[src/rtl/tx_sched.sv]
// DCSK TX frame scheduler: round-robin grant of two requesters, then seed load, send and is_sending tracking.
// Registered outputs; load_seed/send follow the grant by 1/2 cycles; requests wait (ready low) until IDLE.
module tx_sched #(
  parameter int MSG_W     = 32,
  parameter int SEED_W    = 16,
  parameter int SF_W      = 5,
  parameter int GAP_CYC   = 4,
  parameter int START_TMO = 8
) (
  input  logic              i_clk,
  input  logic              i_arst_n,
  input  logic [1:0]        i_req_valid,
  output logic [1:0]        o_req_ready,
  input  logic [MSG_W-1:0]  i_req_msg0,
  input  logic [MSG_W-1:0]  i_req_msg1,
  input  logic [SEED_W-1:0] i_req_seed0,
  input  logic [SEED_W-1:0] i_req_seed1,
  input  logic [SF_W-1:0]   i_sf,
  output logic [MSG_W-1:0]  o_msg,
  output logic [SEED_W-1:0] o_seed,
  output logic [SF_W-1:0]   o_sf,
  output logic              o_load_seed,
  output logic              o_send,
  input  logic              i_is_sending,
  output logic              o_busy,
  output logic              o_done,
  output logic              o_done_id,
  output logic              o_timeout
);

  localparam int TMO_W = $clog2(START_TMO + 1);
  localparam int GAP_W = (GAP_CYC > 0) ? $clog2(GAP_CYC + 1) : 1;
  localparam logic [TMO_W-1:0] TMO_LAST = TMO_W'(START_TMO - 1);
  localparam logic [GAP_W-1:0] GAP_LAST = GAP_W'((GAP_CYC > 0) ? GAP_CYC - 1 : 0);

  typedef enum logic [2:0] {
    S_IDLE,
    S_LOAD,
    S_SEND,
    S_START,
    S_ACTIVE,
    S_GAP
  } state_t;

  state_t             state_q, state_d;
  logic [TMO_W-1:0]   tmo_cnt_q, tmo_cnt_d;
  logic [GAP_W-1:0]   gap_cnt_q, gap_cnt_d;
  logic               last_grant_q;
  logic [1:0]         ready_d;
  logic               load_seed_d, send_d, done_d, timeout_d, done_id_d;
  logic               take, xfer, pick;

  // Outputs are registered from the next state, so each pulse lines up with the state it names.
  always_comb begin
    state_d     = state_q;
    tmo_cnt_d   = tmo_cnt_q;
    gap_cnt_d   = gap_cnt_q;
    ready_d     = 2'b00;
    load_seed_d = 1'b0;
    send_d      = 1'b0;
    done_d      = 1'b0;
    timeout_d   = 1'b0;
    done_id_d   = o_done_id;
    take        = 1'b0;
    xfer        = |(i_req_valid & o_req_ready);
    pick        = (&i_req_valid) ? ~last_grant_q : i_req_valid[1];

    unique case (state_q)
      S_IDLE: begin
        if (xfer) begin
          take        = 1'b1;
          state_d     = S_LOAD;
          load_seed_d = 1'b1;
        end
      end
      S_LOAD: begin
        state_d = S_SEND;
        send_d  = 1'b1;
      end
      S_SEND: begin
        state_d   = S_START;
        tmo_cnt_d = '0;
      end
      S_START: begin
        if (i_is_sending) begin
          state_d = S_ACTIVE;
        end else if (tmo_cnt_q >= TMO_LAST) begin
          state_d   = S_GAP;
          timeout_d = 1'b1;
          gap_cnt_d = '0;
        end else begin
          tmo_cnt_d = tmo_cnt_q + 1'b1;
        end
      end
      S_ACTIVE: begin
        if (!i_is_sending) begin
          state_d   = S_GAP;
          done_d    = 1'b1;
          done_id_d = last_grant_q;
          gap_cnt_d = '0;
        end
      end
      S_GAP: begin
        if (GAP_CYC == 0 || gap_cnt_q >= GAP_LAST) begin
          state_d = S_IDLE;
        end else begin
          gap_cnt_d = gap_cnt_q + 1'b1;
        end
      end
      default: state_d = S_IDLE;
    endcase

    // A grant withdrawn before transfer simply re-arbitrates on the current requests.
    if (state_d == S_IDLE && |i_req_valid) begin
      ready_d = pick ? 2'b10 : 2'b01;
    end
  end

  always_ff @(posedge i_clk or negedge i_arst_n) begin
    if (!i_arst_n) begin
      state_q      <= S_IDLE;
      tmo_cnt_q    <= '0;
      gap_cnt_q    <= '0;
      last_grant_q <= 1'b1;
      o_req_ready  <= 2'b00;
      o_msg        <= '0;
      o_seed       <= '0;
      o_sf         <= '0;
      o_load_seed  <= 1'b0;
      o_send       <= 1'b0;
      o_busy       <= 1'b0;
      o_done       <= 1'b0;
      o_done_id    <= 1'b0;
      o_timeout    <= 1'b0;
    end else begin
      state_q     <= state_d;
      tmo_cnt_q   <= tmo_cnt_d;
      gap_cnt_q   <= gap_cnt_d;
      o_req_ready <= ready_d;
      o_load_seed <= load_seed_d;
      o_send      <= send_d;
      o_busy      <= (state_d != S_IDLE);
      o_done      <= done_d;
      o_done_id   <= done_id_d;
      o_timeout   <= timeout_d;
      if (take) begin
        o_msg        <= o_req_ready[1] ? i_req_msg1 : i_req_msg0;
        o_seed       <= o_req_ready[1] ? i_req_seed1 : i_req_seed0;
        o_sf         <= i_sf;
        last_grant_q <= o_req_ready[1];
      end
    end
  end

endmodule

[config.mk]
export PLATFORM = sky130hd
export DESIGN_NAME = tx_sched
export DESIGN_NICKNAME = d
export VERILOG_FILES = /design/src/rtl/tx_sched.sv
export SDC_FILE = /design/constraint.sdc
export NUM_CORES = 1
export LEC_CHECK = 0
export ABC_AREA = 1
export BUFFER_PORTS_ARGS = -buffer_cell sky130_fd_sc_hd__buf_2
export CAP_MARGIN = 25
export CELL_PAD_IN_SITES_DETAIL_PLACEMENT = 0
export CELL_PAD_IN_SITES_GLOBAL_PLACEMENT = 1
export CORE_MARGIN = 2
export CORE_UTILIZATION = 29
export CTS_BUF_LIST = sky130_fd_sc_hd__clkbuf_8
export DETAILED_ROUTE_END_ITERATION = 7
export GPL_ROUTABILITY_DRIVEN = 0
export PLACE_DENSITY_LB_ADDON = 0.08
export SETUP_SLACK_MARGIN = 0.3
export SYNTH_ARGS = -nofsm -noshare
export SYNTH_HDL_FRONTEND = slang
export SYNTH_SLANG_ARGS = --single-unit
[constraint.sdc]
create_clock -name i_clk -period 1.5 [get_ports i_clk]
set_input_delay 0.225 -clock i_clk [delete_from_list [all_inputs] [get_ports i_clk]]
set_output_delay 0.225 -clock i_clk [all_outputs]
set_load 0.005 [all_outputs]
==> key figures, run 1 <==
Critical path
  – Worst EP required: about 1.7 ns
  – Reg-to-Reg Start: o_req_ready[1]
  – Critical Path Sink Type: flop
  – Critical path class: reg2reg
  – Crit-path slowest cell: dfrtp_2
  – CP Cell Sequence: buf_12 -> nand2_4 -> o21ai_4 -> nand3_4 -> buf_12 -> buf_12 -> buf_16 -> nand2_1 -> o21ai_1
  – Crit-path max FO: 8
  – R2R setup slack: 0.07 ns
  – CP arrival: roughly 1.7 ns
  – CP delay by family, top: buffers and inverters
  – Stages on the worst setup path: 9
  – CP Launch Type: flop
  – Crit path buffers/inverters: 4
  – Crit-path max cell delay: 0.41 ns
  – R2R depth: 9
  – Capturing point of the worst reg2reg path: o_msg[11]
  – Most used cell, CP: buf_12

Logic synthesis
  – Post-synth cell types: 22
  – Cells after synthesis: just under 400
  – Xor and xnor area share after synthesis: less than 1%
  – Mapped Nets: between 400 and 500
  – Adder-cell share of the synthesized area: 1.09%
  – Ys Warns: 0
  – Flops & latches, synth: slightly above 70
  – Mapped Avg Cell Area: about 8.9 um^2
  – Simple-gate area share of the yosys netlist: a little over a fifth
  – Largest family of logic cells by synthesized area: simple AND/OR/NAND/NOR gates
  – Sequential share of the synthesized area: ~52%
  – Compound-Gate Fraction of Synth Area: about 18%
  – Mapped Area: between 0.003 and 0.004 mm^2
  – Proportion of synthesized area in mux cells: 0%

Routing
  – DRC: 13
  – Vias/cell: ~4.6
  – Vias post-DR: about 3,300
  – Drt pass-1 iters: 6
  – 1st-iter DRT viols: around 110
  – Drt total wl: around 11,000 um
  – Routed Antenna Nets: 0
  – Wirelength per Cell: roughly 15 um

STA
  – Max-slew violations: 0
  – Final hold vios: 0
  – # setup viols final: 0
  – Fin crit share: a little over nine tenths
  – Final clock skew: 0.0111 ns
  – Fmax: between 600 and 700 MHz
  – Fin Hold WS: 0.0727 ns
  – RSZ-0062 raised after global routing: true
  – Fin crit period: roughly 1.4 ns
  – Slew HR: about four fifths
  – Transition time of the tightest slew-check pin: between 0.2 and 0.3 ns

Clocking
  – Clk Latency, worst-skew pair: around 0.35 ns
  – Worst-path clk slew: about 0.07 ns
  – Clock Tree Buf Depth: 2
  – H-Tree Depth: 3
  – Root Driver: clkbuf_8
  – TritonCTS clock tree: built
  – # clock sinks: between 70 and 80
  – CTS Buf Count: 9

Global route
  – Grt ovf: 0
  – Initial antenna violation count: 0
  – First-pass GRT wire length: approximately 17,000 um
  – GRT Total Usage: between 10% and 20%
  – Largest net degree at the start of global routing: 50
  – Number of global-route vias before repair: between 3,000 and 4,000

Final layout
  – Layout cell share with drive strength beyond 1: between 60% and 70%
  – Area Overhead vs Synth: 62.7%
  – Multi-input gate area: about 0.0019 mm^2
  – Most common cell after layout, fill and taps aside: buf_2
  – Design area: ~0.0056 mm^2
  – Filler Cell Count: 1,092
  – Nets@finish: 696
  – Ant diodes: 0
  – Post-layout util: between 40% and 50%
  – Reg area: between 0.0015 and 0.002 mm^2
  – Most frequent cells in the layout: 164 x buf_2, 70 x dfrtp_1, 48 x o21ai_0

Run status
  – Status: finished with violations
  – Failing checks: DRC

Die
  – Die Height: approximately 110 um
  – Die area: about 0.013 mm^2
  – Initial Util: a little under a third
  – Die X: 113 um
  – FP Rows: 39
  – # IOs: 167
  – Core area: roughly 0.012 mm^2

Power and ir drop
  – Psw: roughly 3.6 mW
  – Clock power share: around 14%
  – Sequential fraction of design power: between 30% and 40%
  – Pwr dens: around 1700 mW/mm^2
  – P_int: between 5 and 6 mW
  – Peak supply drop: between 600 and 700 uV
  – Gate power share: 49.8%
  – Net Sw Frac: between 30% and 40%
  – Leak: around 2.8 nW

Placed design
  – Port Buffers: 166
  – Placement Cell Area: between 0.004 and 0.005 mm^2
  – DP HPWL: 6780 um

Worst hold path
  – HP Class: in2reg
  – Hold Path Depth: 3
  – Hold EP: o_sf[2]
  – Worst Hold Launch: i_sf[2]

Flow run
  – Max-cap viol count: 0
logic make-up (layout without fill, tap and decap cells):
group	count (synthesis)	after routing
AND/OR/NAND/NOR	162	162
AO/OA/AOI/OAI	110	110
flip-flops	72	72
buffers and inverters	40	241
adder cells (fa/ha/maj)	3	3
XOR/XNOR	1	1
per-stage QoR:
stage	cells	power, mW	setup TNS, ns	setup slack [ns]
4_1_cts	728	8.98	0	0.0735
3_3_place_gp	685	6.65	-0.00320	-0.00320
2_1_floorplan	388	5.28	0	0.149
5_1_grt	732	10.1	0	0.00979
6_report	732	9.33	0	0.0656
3_5_place_dp	685	6.68	-0.109	-0.0564
worst reg2reg max path: stages, from the launching register on:
cell and delay [ns]:
dfrtp_2 0.41, buf_12 0.11, nand2_4 0.04, o21ai_4 0.06, nand3_4 0.13, buf_12 0.18, buf_12 0.13, buf_16 0.15
nand2_1 0.06, o21ai_1 0.05
power groups by stage:
stage	combinational, mW	sequential, mW	clock (mW)
floorplan	1.96	3.32	0
finish	4.65	3.34	1.35
CTS	4.30	3.26	1.42
global route	5.18	3.45	1.51
global placement	3.40	3.24	0
detailed placement	3.43	3.26	0
worst max path at each step:
stage,from,endpoint
2_1_floorplan,gap_cnt_q[0],o_req_ready[1]
3_3_place_gp,o_req_ready[1],o_req_ready[1]
3_5_place_dp,o_req_ready[1],o_req_ready[0]
4_1_cts,o_req_ready[1],o_req_ready[1]
5_1_grt,gap_cnt_q[1],o_req_ready[1]
6_report,o_req_ready[1],o_msg[11]
synthesized netlist by cell type:
cell type	instances	share of area (%)
nand3_1	6	0.87
dfstp_2	1	0.76
o21ai_0	56	8.1
or2_2	49	8.9
o21ai_1	30	4.3
nand2_1	89	9.7
xor2_1	1	0.25
dfrtp_1	71	51
clkbuf_1	10	1.1
nand2_2	1	0.18
nor2_1	14	1.5
nand3_2	1	0.29
or2_1	1	0.18
clkbuf_2	1	0.14
inv_2	1	0.11
nor3_1	1	0.14
ha_1	3	1.1
a21oi_1	3	0.43
a41oi_1	1	0.25
o21ai_2	20	5.1
inv_1	18	2.0
buf_6	10	3.3
sequential cells by signal, summed over array words and instances, names as in the netlist:
register      flops
o_send            1
o_sf              5
state_q           3
o_done            1
o_timeout         1
tmo_cnt_q         4
last_grant_q      1
o_msg            32
o_busy            1
o_load_seed       1
gap_cnt_q         3
o_req_ready       2
o_seed           16
o_done_id         1
metal layers:
metal	global-route usage [%]	routed length (um)	up-vias
li1	-	-	1670
met1	21.9	4520	1560
met2	29.1	5430	93
met3	4.55	682	12
met4	6.34	155	0
met5	0	0	-
what timing repair did:
item | CTS | global route
hold buffers | 1 | 0
cloned | 8 | 3
setup buffers | 21 | 1
endpoints found under the setup margin | 67 | 69
endpoints found under the hold margin | 15 | 0
pin swaps | 10 | 12
resized for setup | 69 | 65
cell type report:
type	count	share of cell area [%]
multi-input combinational	276	33.1
sequential	72	32.1
timing repair buffer	209	27.3
tap	143	3.18
clock buffer	11	2.69
inverter	19	1.47
clock inverter	2	0.156
Note: power is estimated with default switching activity, not from simulation.
==> inputs of run 2 (changes only) <==
--- a/config.mk
+++ b/config.mk
@@ -16,7 +16,7 @@
 export DETAILED_ROUTE_END_ITERATION = 7
 export GPL_ROUTABILITY_DRIVEN = 0
 export PLACE_DENSITY_LB_ADDON = 0.08
-export SETUP_SLACK_MARGIN = 0.3
+export SETUP_SLACK_MARGIN = 0.05
 export SYNTH_ARGS = -nofsm -noshare
 export SYNTH_HDL_FRONTEND = slang
 export SYNTH_SLANG_ARGS = --single-unit
==> run 2 against run 1 <==
The run still ends with DRC left. Sequential share of layout area rose by 6.0 points. Worst setup slack improved by 0.020 ns. Sequential power fell by 4%. Final cell count fell by 3.0%. Critical path type unchanged. Critical endpoint is now o_req_ready[1]. Largest cell class is now sequential cells.
==> key figures, run 2 (same netlist as run 1, synthesis figures left out) <==
Global route
  – Grt ovf: 0
  – Largest net degree at the start of global routing: 57
  – First-pass GRT wire length: approximately 15,000 um
  – Initial antenna violation count: 0
  – GRT Total Usage: between 10% and 20%
  – Number of global-route vias before repair: ~3,000

STA
  – Transition time of the tightest slew-check pin: 0.387 ns
  – Fin crit share: between 90% and 100%
  – RSZ-0062 raised after global routing: true
  – Slew HR: around 74%
  – Final clock skew: a little over 0.008 ns
  – Max-slew violations: 0
  – Worst Setup Slack, final: around 0.085 ns
  – Fmax: ~710 MHz
  – Fin Setup TNS: 0 ns
  – Fin crit period: between 1 and 1.5 ns
  – Final hold vios: 0
  – # setup viols final: 0

Final layout
  – Most common cell after layout, fill and taps aside: buf_2
  – Most flop-heavy register: o_msg
  – Layout cell share with drive strength beyond 1: 50.4%
  – Area Overhead vs Synth: 36.9%
  – Filler Cell Count: 1,200
  – Ant diodes: 0
  – Largest register FFs: 32
  – Final Non-Filler Cells: approximately 700
  – Nets@finish: between 600 and 700
  – Most frequent cells in the layout: 165 x buf_2, 84 x nand2_1, 71 x dfrtp_1
  – Largest registers: o_msg (32), o_seed (16), o_sf (5)

Clocking
  – Worst-path clk slew: approximately 0.07 ns
  – Root Driver: clkbuf_8
  – H-Tree Depth: 3
  – Clk Latency, worst-skew pair: 0.35 ns
  – CTS Buf Count: 9
  – Clock Tree Buf Depth: 2
  – TritonCTS clock tree: built
  – # clock sinks: about 70

Die
  – Die X: 113 um
  – Die area: around 0.013 mm^2
  – # IOs: approximately 170
  – FP Rows: 39
  – Core area: about 0.012 mm^2
  – Die Height: between 100 and 150 um
  – Initial Util: 30.0%

Placed design
  – DP HPWL: just under 7000 um
  – Port Buffers: 166
  – Place WS: roughly 0.004 ns
  – Placed Cells: 688

Routing
  – Routed Antenna Nets: 0
  – Vias/cell: about 4.4
  – 1st-iter DRT viols: around 120
  – DRC: 11
  – Drt pass-1 iters: 6
  – Drt total wl: around 9300 um
  – Wirelength per Cell: between 10 and 15 um
  – Vias post-DR: around 3,100

Critical path
  – Crit-path max FO: 4
  – Reg-to-Reg Start: gap_cnt_q[1]
  – CP arrival: 1.65 ns
  – R2R depth: 10
  – Worst EP required: around 1.7 ns
  – Capturing point of the worst reg2reg path: o_req_ready[1]
  – CP Launch Type: flop
  – Critical path class: reg2reg
  – R2R setup slack: ~0.085 ns
  – Critical Path Sink Type: flop

Power and ir drop
  – Final Power: approximately 7.9 mW
  – Peak supply drop: approximately 500 uV
  – Pwr dens: 1680 mW/mm^2
  – Leak: 2.47 nW

Flow run
  – Max-cap viol count: 0

Run status
  – Status: finished with violations
  – Failing checks: DRC

Worst hold path
  – HP Class: in2reg
  – Hold EP: o_sf[4]
  – Hold Path Depth: 3
  – Worst Hold Launch: i_sf[4]
## run 2: worst max-delay path by stage
stage	start	slack (ns)	cells past startpoint	end
global placement	o_req_ready[1]	0.03	4	o_seed[2]
CTS	o_req_ready[1]	-0.03	4	o_msg[2]
global route	gap_cnt_q[1]	-0.02	10	o_req_ready[1]
finish	gap_cnt_q[1]	0.09	10	o_req_ready[1]
floorplan	gap_cnt_q[0]	0.11	8	gap_cnt_q[0]
detailed placement	o_req_ready[1]	0.004	4	o_seed[2]
## run 2: layer usage
metal,vias to the layer above,GRT usage (%),share of wire (%)
met5,-,0,0
met4,0,6.34,1.8
met3,13,4.39,8.0
met2,109,21.6,43
met1,1415,19.6,47
li1,1608,-,-
## run 2: metrics by stage
stage	area [um^2]	hold WS [ns]	utilization, %
floorplan	3460	-0.0706	-
global placement	4440	0.150	38.5
detailed placement	4440	0.147	38.5
CTS	4650	0.0417	40.4
global route	4730	0.0651	41.1
finish	4730	0.0697	41.1
## run 2: final cells by class
cell class / instances / area [um^2] / area share, %
Clock inverter: 6 / 27.5 / 0.582
Tap cell: 143 / 179 / 3.78
Timing Repair Buffer: 184 / 1000 / 21.2
Sequential cell: 72 / 1800 / 38.1
Multi-Input combinational cell: 276 / 1510 / 31.8
Inverter: 19 / 73.8 / 1.56
Clock buffer: 10 / 138 / 2.91
## run 2: worst max-delay path, cell delays in order, from the launching register on
cell     delay, ns
dfrtp_1       0.39
ha_2          0.20
ha_4          0.16
nor2_4        0.09
nand2_2       0.06
inv_2         0.07
nand2_4       0.06
nand3_2       0.07
nor2_1        0.04
nand2_1       0.10
nor2_1        0.05
## run 2: what timing repair did
action                     CTS  global route
gates resized for setup      7            18
hold endpoints to repair    19             0
hold buffers                 1             0
buffers inserted             2             3
pin swaps                    2             6
cloned                       0             0
setup endpoints to repair   49            58
## run 2: report_power, final
group,switching [mW],internal [mW]
sequential,0.443,2.75
clock,0.714,0.622
combinational,1.82,1.59
